<file path="src/rtl/seg7_display_driver.sv">
`default_nettype none
// ============================================================================
//  Module      : seg7_display_driver
//  Description : Converts a signed 32-bit result to BCD (sequential
//                double-dabble), formats it with leading-zero blanking,
//                minus sign and overflow "Err", and scans it onto an
//                8-digit common-anode 7-segment display.
//  Revision    : 1.0  initial release
// ============================================================================
module seg7_display_driver #(
  parameter int SCAN_DIV    = 100000,
  parameter int BLANK_ZEROS = 1
) (
  input  logic        clk_i,
  input  logic        rst_ni,
  input  logic [31:0] value_i,
  input  logic        update_i,
  output logic        busy_o,
  output logic        ovf_o,
  output logic [7:0]  an_o,
  output logic [6:0]  seg_o,
  output logic        dp_o
);

  // Conversion FSM encoding
  localparam logic [1:0] S_IDLE   = 2'd0;
  localparam logic [1:0] S_CONV   = 2'd1;
  localparam logic [1:0] S_COMMIT = 2'd2;

  // Internal digit symbols: 0..9 are decimal digits, the rest are glyphs
  localparam logic [3:0] SYM_MINUS = 4'hA;
  localparam logic [3:0] SYM_E     = 4'hB;
  localparam logic [3:0] SYM_R     = 4'hC;
  localparam logic [3:0] SYM_BLANK = 4'hF;

  localparam int             CNT_W     = $clog2(SCAN_DIV);
  localparam logic [CNT_W-1:0] SCAN_LAST = CNT_W'(SCAN_DIV - 1);

  logic [1:0]       state_q, state_d;
  logic             sign_q;
  logic [31:0]      mag_q;
  logic [39:0]      bcd_q;
  logic [4:0]       bit_cnt_q;
  logic             pending_q;
  logic             busy_q;
  logic             ovf_q;
  logic [7:0][3:0]  digit_q;

  logic [CNT_W-1:0] scan_cnt_q;
  logic [2:0]       scan_idx_q;
  logic [7:0]       an_q;
  logic [6:0]       seg_q;

  logic             start;
  logic             shift_en;
  logic             commit;
  logic [39:0]      bcd_adj;
  logic             ovf_fmt;
  int               msd;
  logic [7:0][3:0]  digit_fmt;

  // Symbol to active-low gfedcba segment pattern
  function automatic logic [6:0] sym_to_seg(input logic [3:0] sym);
    logic [6:0] s;
    case (sym)
      4'd0:      s = 7'b1000000;
      4'd1:      s = 7'b1111001;
      4'd2:      s = 7'b0100100;
      4'd3:      s = 7'b0110000;
      4'd4:      s = 7'b0011001;
      4'd5:      s = 7'b0010010;
      4'd6:      s = 7'b0000010;
      4'd7:      s = 7'b1111000;
      4'd8:      s = 7'b0000000;
      4'd9:      s = 7'b0010000;
      SYM_MINUS: s = 7'b0111111;
      SYM_E:     s = 7'b0000110;
      SYM_R:     s = 7'b0101111;
      default:   s = 7'b1111111;
    endcase
    return s;
  endfunction

  // FSM state register
  always_ff @(posedge clk_i or negedge rst_ni) begin
    if (!rst_ni) state_q <= S_IDLE;
    else         state_q <= state_d;
  end

  // FSM next-state logic: CONV runs for exactly 32 shifts, COMMIT for one cycle
  always_comb begin
    state_d = state_q;
    case (state_q)
      S_IDLE:   if (update_i || pending_q) state_d = S_CONV;
      S_CONV:   if (bit_cnt_q == 5'd31)    state_d = S_COMMIT;
      S_COMMIT: state_d = S_IDLE;
      default:  state_d = S_IDLE;
    endcase
  end

  // FSM outputs: datapath control strobes
  always_comb begin
    start    = (state_q == S_IDLE) && (update_i || pending_q);
    shift_en = (state_q == S_CONV);
    commit   = (state_q == S_COMMIT);
  end

  // Double-dabble correction: every nibble of 5 or more gets +3 before the shift
  always_comb begin
    bcd_adj = bcd_q;
    for (int i = 0; i < 10; i++) begin
      if (bcd_q[i*4 +: 4] >= 4'd5) bcd_adj[i*4 +: 4] = bcd_q[i*4 +: 4] + 4'd3;
    end
  end

  // Display formatting of the finished BCD value (used only at COMMIT)
  always_comb begin
    ovf_fmt   = sign_q ? (|bcd_q[39:28]) : (|bcd_q[39:32]);
    msd       = 0;
    digit_fmt = {8{SYM_BLANK}};
    for (int i = 0; i < 8; i++) begin
      if (bcd_q[i*4 +: 4] != 4'd0) msd = i;
    end
    if (ovf_fmt) begin
      digit_fmt[2] = SYM_E;
      digit_fmt[1] = SYM_R;
      digit_fmt[0] = SYM_R;
    end else begin
      for (int i = 0; i < 8; i++) begin
        // Digit 0 is always shown since msd never drops below 0
        if ((BLANK_ZEROS == 0) || (i <= msd)) digit_fmt[i] = bcd_q[i*4 +: 4];
        // Non-overflowing negatives have at most 7 digits, so msd+1 stays in range
        if (sign_q && (i == msd + 1))         digit_fmt[i] = SYM_MINUS;
      end
    end
  end

  // Conversion datapath, status flags and committed digit registers
  always_ff @(posedge clk_i or negedge rst_ni) begin
    if (!rst_ni) begin
      sign_q    <= 1'b0;
      mag_q     <= 32'd0;
      bcd_q     <= 40'd0;
      bit_cnt_q <= 5'd0;
      pending_q <= 1'b0;
      busy_q    <= 1'b0;
      ovf_q     <= 1'b0;
      digit_q   <= {{7{SYM_BLANK}}, 4'd0};
    end else begin
      if (start) begin
        sign_q    <= value_i[31];
        // Two's-complement negate; -2^31 maps onto 0x8000_0000 unchanged
        mag_q     <= value_i[31] ? (~value_i + 32'd1) : value_i;
        bcd_q     <= 40'd0;
        bit_cnt_q <= 5'd0;
        pending_q <= 1'b0;
        busy_q    <= 1'b1;
      end else begin
        if (update_i) pending_q <= 1'b1;
        if (shift_en) begin
          bcd_q     <= {bcd_adj[38:0], mag_q[31]};
          mag_q     <= {mag_q[30:0], 1'b0};
          bit_cnt_q <= bit_cnt_q + 5'd1;
        end
        if (commit) begin
          busy_q  <= 1'b0;
          ovf_q   <= ovf_fmt;
          digit_q <= digit_fmt;
        end
      end
    end
  end

  // Free-running digit scanner; an and seg are registered together
  always_ff @(posedge clk_i or negedge rst_ni) begin
    if (!rst_ni) begin
      scan_cnt_q <= '0;
      scan_idx_q <= 3'd0;
      an_q       <= 8'hFF;
      seg_q      <= 7'h7F;
    end else begin
      if (scan_cnt_q == SCAN_LAST) begin
        scan_cnt_q <= '0;
        scan_idx_q <= scan_idx_q + 3'd1;
      end else begin
        scan_cnt_q <= scan_cnt_q + 1'b1;
      end
      an_q  <= ~(8'd1 << scan_idx_q);
      seg_q <= sym_to_seg(digit_q[scan_idx_q]);
    end
  end

  assign busy_o = busy_q;
  assign ovf_o  = ovf_q;
  assign an_o   = an_q;
  assign seg_o  = seg_q;
  assign dp_o   = 1'b1;

endmodule
`default_nettype wire

</file>
<file path="config.mk">
export PLATFORM = sky130hd
export DESIGN_NAME = seg7_display_driver
export DESIGN_NICKNAME = d
export VERILOG_FILES = /design/src/rtl/seg7_display_driver.sv
export SDC_FILE = /design/constraint.sdc
export NUM_CORES = 1
export LEC_CHECK = 0
export ABC_AREA = 1
export ABC_CLOCK_PERIOD_IN_PS = 7600
export BUFFER_PORTS_ARGS = -buffer_cell sky130_fd_sc_hd__buf_2
export CAP_MARGIN = 10
export CORE_MARGIN = 3
export CORE_UTILIZATION = 30
export CTS_BUF_LIST = sky130_fd_sc_hd__clkbuf_4
export DETAILED_ROUTE_END_ITERATION = 10
export PLACE_DENSITY = 0.53
export RECOVER_POWER = 25
export SLEW_MARGIN = 20
export SYNTH_ARGS = -nofsm -noshare
export SYNTH_HDL_FRONTEND = slang
export SYNTH_SLANG_ARGS = --single-unit
</file>
<file path="constraint.sdc">
create_clock -name clk_i -period 7.6 [get_ports clk_i]
set_clock_uncertainty 0.15 [all_clocks]
set_input_delay 1.14 -clock clk_i [delete_from_list [all_inputs] [get_ports clk_i]]
set_output_delay 1.14 -clock clk_i [all_outputs]
set_load 0.02 [all_outputs]
</file>
# Word level (Yosys, flattened, before mapping)
# Memory sizes are Yosys's and may differ from the RTL's. A register that Yosys moved wholly into a read port is not among the register bits.
# Index checks and enable logic that the tools add are counted.
[classes] n_addsub=15 magnitude_cmp=19 n_eq_ne=13 shift=1 mux=53 bitwise=3 n_reduce_logical=27
[op_table] operator="$mux 32" count=9
[op_table] operator="$eq 4x32->1 const A" count=4
[op_table] operator="$le 4x32->1 const A" count=4
[op_table] operator="$mux 4" count=26
[op_table] operator="$mux 40" count=2
[op_table] operator="$eq 3x32->1 const A" count=2
[op_table] operator="$le 3x32->1 const A" count=2
[op_table] operator="$ge 4x3->1 const B" count=10
[op_table] operator="$add 4x2->4 const B" count=9
[op_table] operator="$add 32x1->32 const B" count=1
[op_table] operator="$add 32x2->32 const B" count=1
[op_table] operator="$eq 2x32->1 const A" count=1
[op_table] operator="$le 1x32->1 const A" count=1
[op_table] operator="$le 2x32->1 const A" count=1
[op_table] operator="$logic_not 32->1" count=1
[op_table] operator="$not 32->32" count=1
[op_table] operator="$reduce_bool 4->1" count=7
[op_table] operator="$mux 20" count=1
[op_table] operator="$add 17x1->17 const B" count=1
[op_table] operator="$eq 17x17->1 const B" count=1
[op_table] operator="$mux 17" count=1
[op_table] operator="$bmux 4 s3" count=1
[op_table] operator="$mux 12" count=1
[op_table] operator="$reduce_or 12->1" count=1
[op_table] operator="23 further kinds" count=42
[word_totals] reg_bits=143 romBits=112 in_bits=35 out_inout_bits=18 wordCells=151 n_memories=1
[mem_list] memory="(name not given)" words=16 word_bits=7 rd=1 rd_clocked_by_memory_dff=1 write_ports=0 line_no="65" rtl="case (sym)"

# Depth between registers and ports, before layout
# Gate-level depths: netlist of the first run.
[depth] word_depth=13 mapped_depth=17 depth_no_buf=17

# Worst setup path before layout of the first run
# OpenSTA, ideal clock, no wires.
[synth_path] kind="input-to-reg" start="input value_i[0]" end="register mag_q[16]" setup_ns=0.128 arrival_ns=2.269 required_ns=7.322 slack_ns=5.053 path_stages=11 path_buffers=0 cell_sequence="inv_1 -> ha_1 -> nand3_1 -> nor2_2 -> nand2_2 -> nor2_2 -> nand2_1 -> nand3_1 -> nand2_1 -> o21ai_0 -> o21ai_1"
[synth_between] elab_chain_len=4
[synth_lines] element="from (decl)" line_no="16" rtl="input logic [31:0] value_i,"
[synth_lines] element="$not 32->32" line_no="153" rtl="mag_q <= value_i[31] ? (~value_i + 32'd1) : value_i;"
[synth_lines] element="$add 32x1->32" line_no="153"
[synth_lines] element="$mux 32" line_no="153"
[synth_lines] element="$mux 32" line_no="150" rtl="if (start) begin"
[synth_lines] element="to (signal assigned)" line_no="153"
[synth_lines] element="to (signal assigned)" line_no="162" rtl="mag_q <= {mag_q[30:0], 1'b0};"
[synth_lines] element="to (decl)" line_no="41" rtl="logic [31:0] mag_q;"
# Every way passes these cells.
# A chain may end at the register's enable or synchronous reset.

# Worst setup path in the final report of the first run
[layout_path] start="input update_i" end="register mag_q[20]"
[layout_between] elab_chain_len=3 elab_cells_between_ends=4 cone_classes="mux (1); reduce/logical (3)"
[layout_lines] element="from (decl)" line_no="17" rtl="input logic update_i,"
[layout_lines] element="$logic_or 1x1->1 (*)" line_no="103" rtl="start = (state_q == S_IDLE) && (update_i || pending_q);"
[layout_lines] element="$logic_and 1x1->1 (*)" line_no="103"
[layout_lines] element="$mux 32 or $reduce_bool 2->1 (tied branches)"
# Mark *: on every way between the ends. The rest lies on a longest branch, timed or not.

==> metrics.txt, run 1 <==
grt ovf 0; Seq/Total Area, Yosys 41.85%; ys async rst share between 90% and 100%; Min-Delay Path Class flip-flop to flip-flop; IR drop worst, VDD 0.09460 mV; Tcrit/Tclk final ~42%; first-pass GRT wire length about 37000 µm; TNS Setup 0 ns; Crit Path Max Fanout 53; Die X between 150 and 200 µm; CP Capture Point mag_q[20]; reg2reg setup slack ~4.5 ns; Distinct cells, synth 52; mean area per synthesized cell around 7.7 µm²; detailed placer's ending HPWL approximately 15000 µm; Simple-Gate Fraction of Synth Area 26.38%; Worst path slowest cell nor2_4; ratio of cells with drive above 1 in the final layout 15.17%; root buf cell clkbuf_4; H-Tree Depth 4; Initial Util between 30% and 40%; CP Data Arrival Time 3.54 ns; MaxCap Viol Count 0; Worst-Skew Late Latency 0.55 ns; critical path endpoint category flip-flop; worst r2r src state_q[1]; IO Port Bufs between 50 and 60; Syn Inst Count ~1200; RSZ-0062 raised after global routing false; CP Data Required Time about 7.9 ns; EDFF count, synth 0; detailed-route via count about 7700; xor/xnor share of the synthesized area 2.021%; I/O pins 53; Tot GR Track Use a little over an eighth; wire length per cell 13.23 µm; ys flop type dfrtp_1; DRT iter0 DRCs approximately 500; Peak Freq 311.7 MHz; Final Hold Fails 0; largest family of logic cells by synthesized area simple AND/OR/NAND/NOR gates; Clock Pin Slew Worst Setup and Hold Paths 0.14 ns; max layer used met4; most frequent cell after synthesis nand2_1; DRC 0; complex-gate fraction of the synthesized area between 10 and 15%; CP Class input port to flip-flop; Synth-to-Final Area Change 10.09%; reg-to-reg endpoint mag_q[17]; vias in the first global route approximately 7400; Post-Syn Nets 1266; Die ar. 32450 µm²; WL final around 22000 µm; Final WS setup roughly 4.4 ns; post-synth top area cell dfrtp_1; Final Non-Filler Cells 1630; min Tclk post-route ~3.2 ns; standard-cell rows 63; crit path from update_i; status finished, final reports clean; Nets around 1300; Worst Reg-to-Reg Cells 8; CTS buffer count 17; met2 wire len about 9400 µm; CORE AREA between 20000 and 30000 µm²; TritonCTS clock tree built; CTS Hold Bufs 0; gpl congestion 0.8445; Setup Buffers After CTS 0; depth of the worst hold-timing path 1; synth cell count leaders nand2_1, inv_1, o21ai_0; vias per cell between 4 and 5; PostCTS Resize Cnt 0; P_leak roughly 4.7 nW; Power Density roughly 200 nW/µm²; Placed Cells 1598; FF+latch count, synth 150; mux cell area share after synthesis 0%; CP dominant cell by count inv_2; worst-path cell chain buf_2 > o21ai_2 > buf_4 > inv_2 > nor2_4 > inv_2 > o21ai_0 > o21bai_1; Hold WS 0.3198 ns; post-synth top area share 29.43%; hold path startpoint scan_cnt_q[0]; top cells by area, synth dfrtp_1, dfstp_2, nand2_1, inv_1, o21ai_0; dpl ws approximately 3.8 ns; Worst setup SP type input port; pin count of the biggest net entering global routing a little under 80; setup violators final 0; antenna violations before repair 1; ANT nets after route 0; Adder-Cell Fraction of Synth Area under 10%; slew margin rel. between 30% and 40%; Synth Warn # 0; Tightest Pin Transition approximately 0.95 ns; largest stage delay on the critical path ~0.58 ns; Syn Std Cell Area roughly 9100 µm²; drt first pass iters 5; Metal-1 WL 11060 µm; Die Ht between 150 and 200 µm; met3 wire len about 900 µm; clock sinks 150; CTS Buffer Depth 2; Slew Limit Fails 0; fin util approximately 34%
power by group:
group / total [mW] / switching [mW] / internal (mW)
registers: 0.931 / 0.0617 / 0.870
clock network: 0.526 / 0.297 / 0.229
logic: 0.508 / 0.319 / 0.189
logic make-up after synthesis:
logic type | count (synthesis)
simple gates | 537
xor+xnor | 21
compound gates | 233
fa+ha+maj | 42
buf+inv | 205
flops | 150
other cells | 1
final cells by class:
type | instances | area, µm²
clock inverters | 13 | 157.7
repair buffers | 56 | 299.0
flip-flops and latches | 150 | 3807
diodes | 1 | 2.502
multi-input cells | 834 | 4481
inverters | 168 | 646.9
well taps | 390 | 488.0
fillers | 3235 | 19780
clock buffers | 18 | 135.1
worst max-delay path: cells and delay by family:
family	cells	cell delay [ns]
AO/OA/AOI/OAI	3	0.53
buffers and inverters	4	1.28
AND/OR/NAND/NOR	1	0.58
flip-flops by register name, summed over array words and instances, names as in the netlist:
register    flops
bcd_q          40
digit_q        32
mag_q          32
scan_cnt_q     17
an_o            8
seg_o           7
bit_cnt_q       5
scan_idx_q      3
state_q         2
busy_o          1
ovf_o           1
pending_q       1
sign_q          1
per-stage QoR:
step / area, µm² / total power, mW
detailed placement: 9722 / 1.453
global placement: 9722 / 1.448
CTS: 10010 / 1.989
floorplan: 9099 / 1.321
finish: 10020 / 1.965
global route: 10020 / 2.124
cells in the final DEF, fill, tap and decap left out, types with 20 or more instances in the layout:
| cell type | count |
|---|---|
| nand3_1 | 78 |
| ha_1 | 42 |
| o21ai_0 | 115 |
| nor2_1 | 110 |
| xor2_1 | 21 |
| nand4_1 | 20 |
| dfstp_2 | 43 |
| buf_2 | 50 |
| dfrtp_1 | 107 |
| nand2_1 | 267 |
| inv_1 | 156 |
| a21oi_1 | 46 |
worst min path at each step:
| stage | end | slack, ns |
|---|---|---|
| final | scan_cnt_q[0] | 0.32 |
| after global routing | digit_q[5] | 0.35 |
| after CTS | scan_cnt_q[0] | 0.33 |
| after detailed placement | scan_cnt_q[0] | 0.31 |
| after global placement | digit_q[5] | 0.31 |
| after floorplan | scan_cnt_q[0] | 0.28 |
layer usage:
layer | vias to the layer above | GRT usage (%)
met5 | - | 0
met4 | 0 | 2.794
met3 | 11 | 2.644
met2 | 148 | 20.87
met1 | 3559 | 19.78
li1 | 3962 | -
(Power assumes the default switching activity.)
==> run 2, diff against run 1 <==
Settings changed: ABC_CLOCK_PERIOD_IN_PS 7600 to 2600, PLACE_DENSITY 0.53 to 0.55.
Clock period 7.6 ns to 2.6 ns, I/O delays scaled along.
==> run 2 against run 1 <==
Utilization is 1.4 points higher. Cell area is 4.2% higher. Combinational power grew to 3.5 times the previous value. Cell count is 2.6% higher. Sequential cell count stayed put. Global-route usage hardly changed. Clock power grew to 2.8 times the previous value. Die area stayed put. Non-clock buffer count is 41 higher. Hold slack worse by 0.27 ns. Routed wire length is 1.1% higher. Largest cell class unchanged. Highest routed layer unchanged.
==> metrics.txt, run 2 (synthesized netlist as in run 1, its figures left out) <==
Fillers 3158 (-2.4%); status finished, final reports clean; Synth-to-Final Area Change 14.76%; grt ovf 0 (unchanged); P_sw 2.120 mW (+210%); Sw Share 35.72% (+1.2 points); Worst-Skew Late Latency 0.55 ns (about the same); standard-cell rows 63 (unchanged); MaxCap Viol Count 0 (unchanged); root buf cell clkbuf_4; CORE AREA 29800 µm² (unchanged); Tcrit/Tclk final 93.20%; Power Total 5.936 mW (+200%); wire length per cell 13.04 µm (-1.4%); slew margin rel. 14.82% (-22 points); CP Data Required Time 2.88 ns (-5.06 ns); Most flops, register bcd_q; antenna violations before repair 1 (unchanged); vias in the first global route 7497 (+1.1%); Tot GR Track Use 13.51% (about the same); Nets 1345 (+3.1%); Slew Limit Fails 0 (unchanged); CTS Buffer Depth 2 (unchanged); Seq pwr share 45.6% (-1.8 points); Post-Place Cell Area 9955 µm² (+2.4%); CP Class flip-flop to flip-flop; vias per cell 4.726 (+0.31%); Final Hold Fails 0 (unchanged); Min-Delay Path Class input port to flip-flop; Final Instance Area 10440 µm² (+4.2%); clock share of power 24.8% (-2.0 points); P_leak 4.938 nW (+4.3%); drt first pass iters 7 (+2); Worst setup SP type flip-flop; combinational power share 29.6% (+3.8 points); detailed-route via count 7902 (+2.9%); Peak Freq roughly 410 MHz; met2 Use GR 21.25% (+0.38 points); first-pass GRT wire length 37220 µm (+0.52%); CP Data Arrival Time 2.71 ns (-0.83 ns); Power Density 568.5 nW/µm² (+190%); setup violators final 0 (unchanged); CTS buffer count 17 (unchanged); IR drop worst, VDD 0.2783 mV (+190%); RSZ-0062 raised after global routing true; met3 Usage GRT 2.604% (-0.040 points); I/O pins 53 (unchanged); Clock Pin Slew Worst Setup and Hold Paths 0.14 ns (about the same); commonest non-fill, non-tap cell in the layout nand2_1; DRC 0 (unchanged); Die Ht 180.2 µm (unchanged); gpl congestion 0.8650 (+2.4%); largest registers bcd_q (40), digit_q (32), mag_q (32); detailed placer's ending HPWL 15730 µm (+3.6%); ANT nets after route 0 (unchanged); WL final 21810 µm (+1.1%); Die ar. 32450 µm² (unchanged); Int Pwr 3.816 mW (+200%); ratio of cells with drive above 1 in the final layout 18.74% (+3.6 points); H-Tree Depth 4 (unchanged); clock sinks 150 (unchanged); TritonCTS clock tree built; Crit Path Max Fanout 4 (-92%); Tightest Pin Transition 1.278 ns (+0.3311 ns); IO Port Bufs 51 (unchanged); reg2reg setup slack 0.18 ns (-4.28 ns); most frequent cells in the layout nand2_1, inv_1, o21ai_0; Initial Util 30.54% (unchanged); max reg flops 40 (unchanged); critical path endpoint category flip-flop; Most Crowded Layer GR met2; min Tclk post-route ~2.4 ns; DRT iter0 DRCs 575 (+15%); Die X 180.2 µm (unchanged); pin count of the biggest net entering global routing 61 (-23%); GR Util met1 19.41% (-0.37 points)
==> run 2: cell count changes in the layout (fill, tap and decap cells not counted), moves of 4 or more <==
cell / previous run / this run
nand3_2: 2 / 6
nand3_1: 78 / 73
dlygate4sd3_1: 0 / 6
nor2_1: 110 / 106
buf_4: 5 / 37
==> run 2: final timing paths <==
| check | start | endpoint | cells past startpoint |
|---|---|---|---|
| setup / recovery | bcd_q[16] | digit_q[0] | 16 |
| hold / removal | value_i[26] | mag_q[26] | 5 |
| setup reg to reg | bcd_q[16] | digit_q[0] | 16 |
| hold reg to reg | scan_cnt_q[0] | scan_cnt_q[0] | 1 |
| max in group asynchronous | rst_ni | digit_q[1] | 3 |
| min in group asynchronous | rst_ni | bcd_q[22] | 2 |
==> run 2: what timing repair did <==
action                                  CTS  global route
hold buffers                              6             0
endpoints found under the setup margin    0            26
resized for setup                         0            22
setup buffers                             0             9
endpoints found under the hold margin    66             0
==> run 2: final cells by class <==
type	count	area (µm²)	share of cell area [%]
antenna	1	2.502	0.02397
clock buffer	17	127.6	1.222
clock inverter	15	152.6	1.462
inverter	168	646.9	6.195
multi-input combinational	834	4576	43.82
sequential	150	3807	36.46
tap	390	488.0	4.673
timing repair buffer	97	640.6	6.135
==> run 2: power by group through the flow <==
stage	combinational, mW	sequential [mW]	clock, mW
3_5_place_dp	1.64	2.75	0
4_1_cts	1.66	2.70	1.54
3_3_place_gp	1.64	2.74	0
5_1_grt	2.03	2.73	1.65
6_report	1.76	2.71	1.47
2_1_floorplan	1.15	2.71	0
==> run 2: through the flow <==
step / hold slack [ns] / setup WS [ns] / utilization, % / instances / setup TNS [ns]
3_5_place_dp: 0.2290 / 0.06852 / 33.41 / 1624 / 0
6_report: 0.05229 / 0.1767 / 35.04 / 1672 / 0
2_1_floorplan: -0.05559 / 0.07327 / - / 1189 / 0
5_1_grt: 0.01414 / -0.03489 / 35.04 / 1672 / -0.08183
4_1_cts: 0.008104 / 0.01515 / 34.55 / 1662 / 0
3_3_place_gp: 0.2333 / 0.1138 / 33.41 / 1624 / 0
==> run 2: critical path, cell delays in order (launching register included) <==
cell and delay, ns:
dfrtp_1 0.41, inv_1 0.09, ha_1 0.16, inv_1 0.06
nor2_2 0.09, nand2_1 0.11, inv_1 0.07, nand2_1 0.05
nand2_1 0.06, nand2_2 0.07, a21oi_4 0.21, ha_4 0.23
nor3_2 0.11, buf_4 0.19, nand3_4 0.10, nand3_1 0.08
o21ai_0 0.09
==> run 2: layer usage <==
metal | wire length (µm) | part of all wire, % | vias to the layer above
met5 | 0 | 0 | -
met4 | 288 | 1.3 | 0
met3 | 807 | 3.7 | 19
met2 | 9634 | 44 | 159
met1 | 11080 | 51 | 3677
li1 | - | - | 4047
==> run 3, diff against run 2 <==
Settings changed: MAX_ROUTING_LAYER set to met4.
==> run 3 against run 2 <==
Critical path depth is 1 higher. Cell count stayed put. Sequential cell count stayed put. Sequential power hardly changed. Routed wire length is 0.28% lower. Worst setup slack better by 0.0063 ns. Global-route usage is 0.40 points higher. Critical endpoint is now digit_q[7]. Highest routed layer unchanged.
==> metrics.txt, run 3 (synthesized netlist as in run 1, its figures left out) <==
status finished, final reports clean; fin util 35.04% (unchanged); detailed-route via count 7902 (unchanged); CORE AREA 29800 µm² (unchanged); root buf cell clkbuf_4; Tcrit/Tclk final 92.96% (-0.24 points); IO Port Bufs 51 (unchanged); gpl congestion 0.8812 (+1.9%); Die X 180.2 µm (unchanged); reg-to-reg endpoint digit_q[7]; Most flops, register bcd_q; detailed placer's ending HPWL 15730 µm (unchanged); CP Class flip-flop to flip-flop; worst r2r src bcd_q[16]; standard-cell rows 63 (unchanged); clock sinks 150 (unchanged); IR drop worst, VDD 0.2770 mV (-0.47%); setup violators final 0 (unchanged); MaxCap Viol Count 0 (unchanged); vias in the first global route 7507 (+0.13%); Peak Freq 413.7 MHz (+0.26%); critical path endpoint category flip-flop; CTS Buffer Depth 2 (unchanged); Slew Limit Fails 0 (unchanged); grt ovf 0 (unchanged); Crit Path Max Fanout 4 (unchanged); reg2reg setup slack 0.18 ns (about the same); I/O pins 53 (unchanged); crit path from bcd_q[16]; Die ar. 32450 µm² (unchanged); CP Data Required Time 2.94 ns (+0.06 ns); Clock Pin Slew Worst Setup and Hold Paths 0.13 ns (about the same); WL final 21750 µm (-0.28%); Final Hold Fails 0 (unchanged); RSZ-0062 raised after global routing true; commonest non-fill, non-tap cell in the layout nand2_1; vias per cell 4.726 (unchanged); wire length per cell 13.01 µm (-0.28%); slew margin rel. 14.83% (about the same); CP Data Arrival Time 2.76 ns (+0.05 ns); Die Ht 180.2 µm (unchanged); Worst-Skew Late Latency 0.55 ns (about the same); Placed Cells 1624 (unchanged); most frequent cells in the layout nand2_1, inv_1, o21ai_0; depth of the worst hold-timing path 5 (unchanged); Tot GR Track Use 13.92% (+0.40 points); TritonCTS clock tree built; Nets 1345 (unchanged); Tightest Pin Transition 1.278 ns (-0.0002030 ns); first-pass GRT wire length 37220 µm (unchanged); Power Total 5.930 mW (about the same); largest registers bcd_q (40), digit_q (32), mag_q (32); pin count of the biggest net entering global routing 61 (unchanged); Final Non-Filler Cells 1672 (unchanged); Worst Reg-to-Reg Cells 17 (+1); Synth-to-Final Area Change 14.76% (unchanged); drt first pass iters 5 (-2); Initial Util 30.54% (unchanged); ratio of cells with drive above 1 in the final layout 18.74% (unchanged); DRT iter0 DRCs 518 (-9.9%); max reg flops 40 (unchanged); Final WS setup 0.1830 ns (+0.006327 ns); dpl ws 0.06852 ns (unchanged); CP Capture Point digit_q[7]; DRC 0 (unchanged); Power Density 567.9 nW/µm² (about the same); H-Tree Depth 4 (unchanged); ANT nets after route 0 (unchanged); Min-Delay Path Class input port to flip-flop; P_leak 4.938 nW (unchanged); min Tclk post-route 2.417 ns (-0.006327 ns); Worst setup SP type flip-flop; CTS buffer count 17 (unchanged); antenna violations before repair 1 (unchanged)
==> run 3: area by class of cell <==
class	instances	area, µm²
multi-input combinational	834	4576
clock buffer	17	127.6
sequential	150	3807
tap	390	488.0
antenna	1	2.502
fill	3156	19350
inverter	168	646.9
timing repair buffer	97	640.6
clock inverter	15	152.6
==> run 3: worst max-delay path: stages (launching register included) <==
cell	delay, ns
dfrtp_1	0.41
inv_1	0.09
ha_1	0.16
inv_1	0.06
nor2_2	0.09
nand2_1	0.11
inv_1	0.07
nand2_1	0.05
nand2_1	0.06
nand2_2	0.07
a21oi_4	0.21
ha_4	0.23
nor3_2	0.11
buf_4	0.19
nand4_4	0.12
nand2_2	0.09
nor2_1	0.04
nor2_1	0.07
==> run 3: power breakdown <==
part / switching (mW) / internal, mW / total (mW)
Clock: 0.894 / 0.574 / 1.47
Combinational: 1.06 / 0.701 / 1.76
Sequential: 0.165 / 2.54 / 2.71
==> run 3: per-layer routing <==
layer	GRT usage (%)	part of all wire [%]	up-vias
met5	-	0	-
met4	2.917	1.4	0
met1	19.39	51	3663
met2	21.28	44	173
li1	-	-	4042
met3	2.584	4.1	24
==> run 3: through the flow <==
step,setup TNS (ns),hold slack (ns),area (µm²)
floorplan,0,-0.05559,9099
CTS,0,0.008104,10290
finish,0,0.05724,10440
global placement,0,0.2333,9955
detailed placement,0,0.2290,9955
global route,-0.07535,0.01410,10440
==> run 3: worst min-delay path by stage <==
stage          slack [ns]        start        end
2_1_floorplan       -0.06       rst_ni   bcd_q[0]
3_3_place_gp         0.23       rst_ni  bcd_q[22]
3_5_place_dp         0.23       rst_ni  bcd_q[23]
4_1_cts             0.008  value_i[26]  mag_q[26]
5_1_grt              0.01  value_i[17]  mag_q[17]
6_report             0.06  value_i[26]  mag_q[26]
==> run 3: repair_timing <==
action | 4_1_cts | 5_1_grt
setup endpoints to repair | 0 | 26
hold buffers | 6 | 0
resized for setup | 0 | 22
endpoints found under the hold margin | 66 | 0
setup buffers | 0 | 9
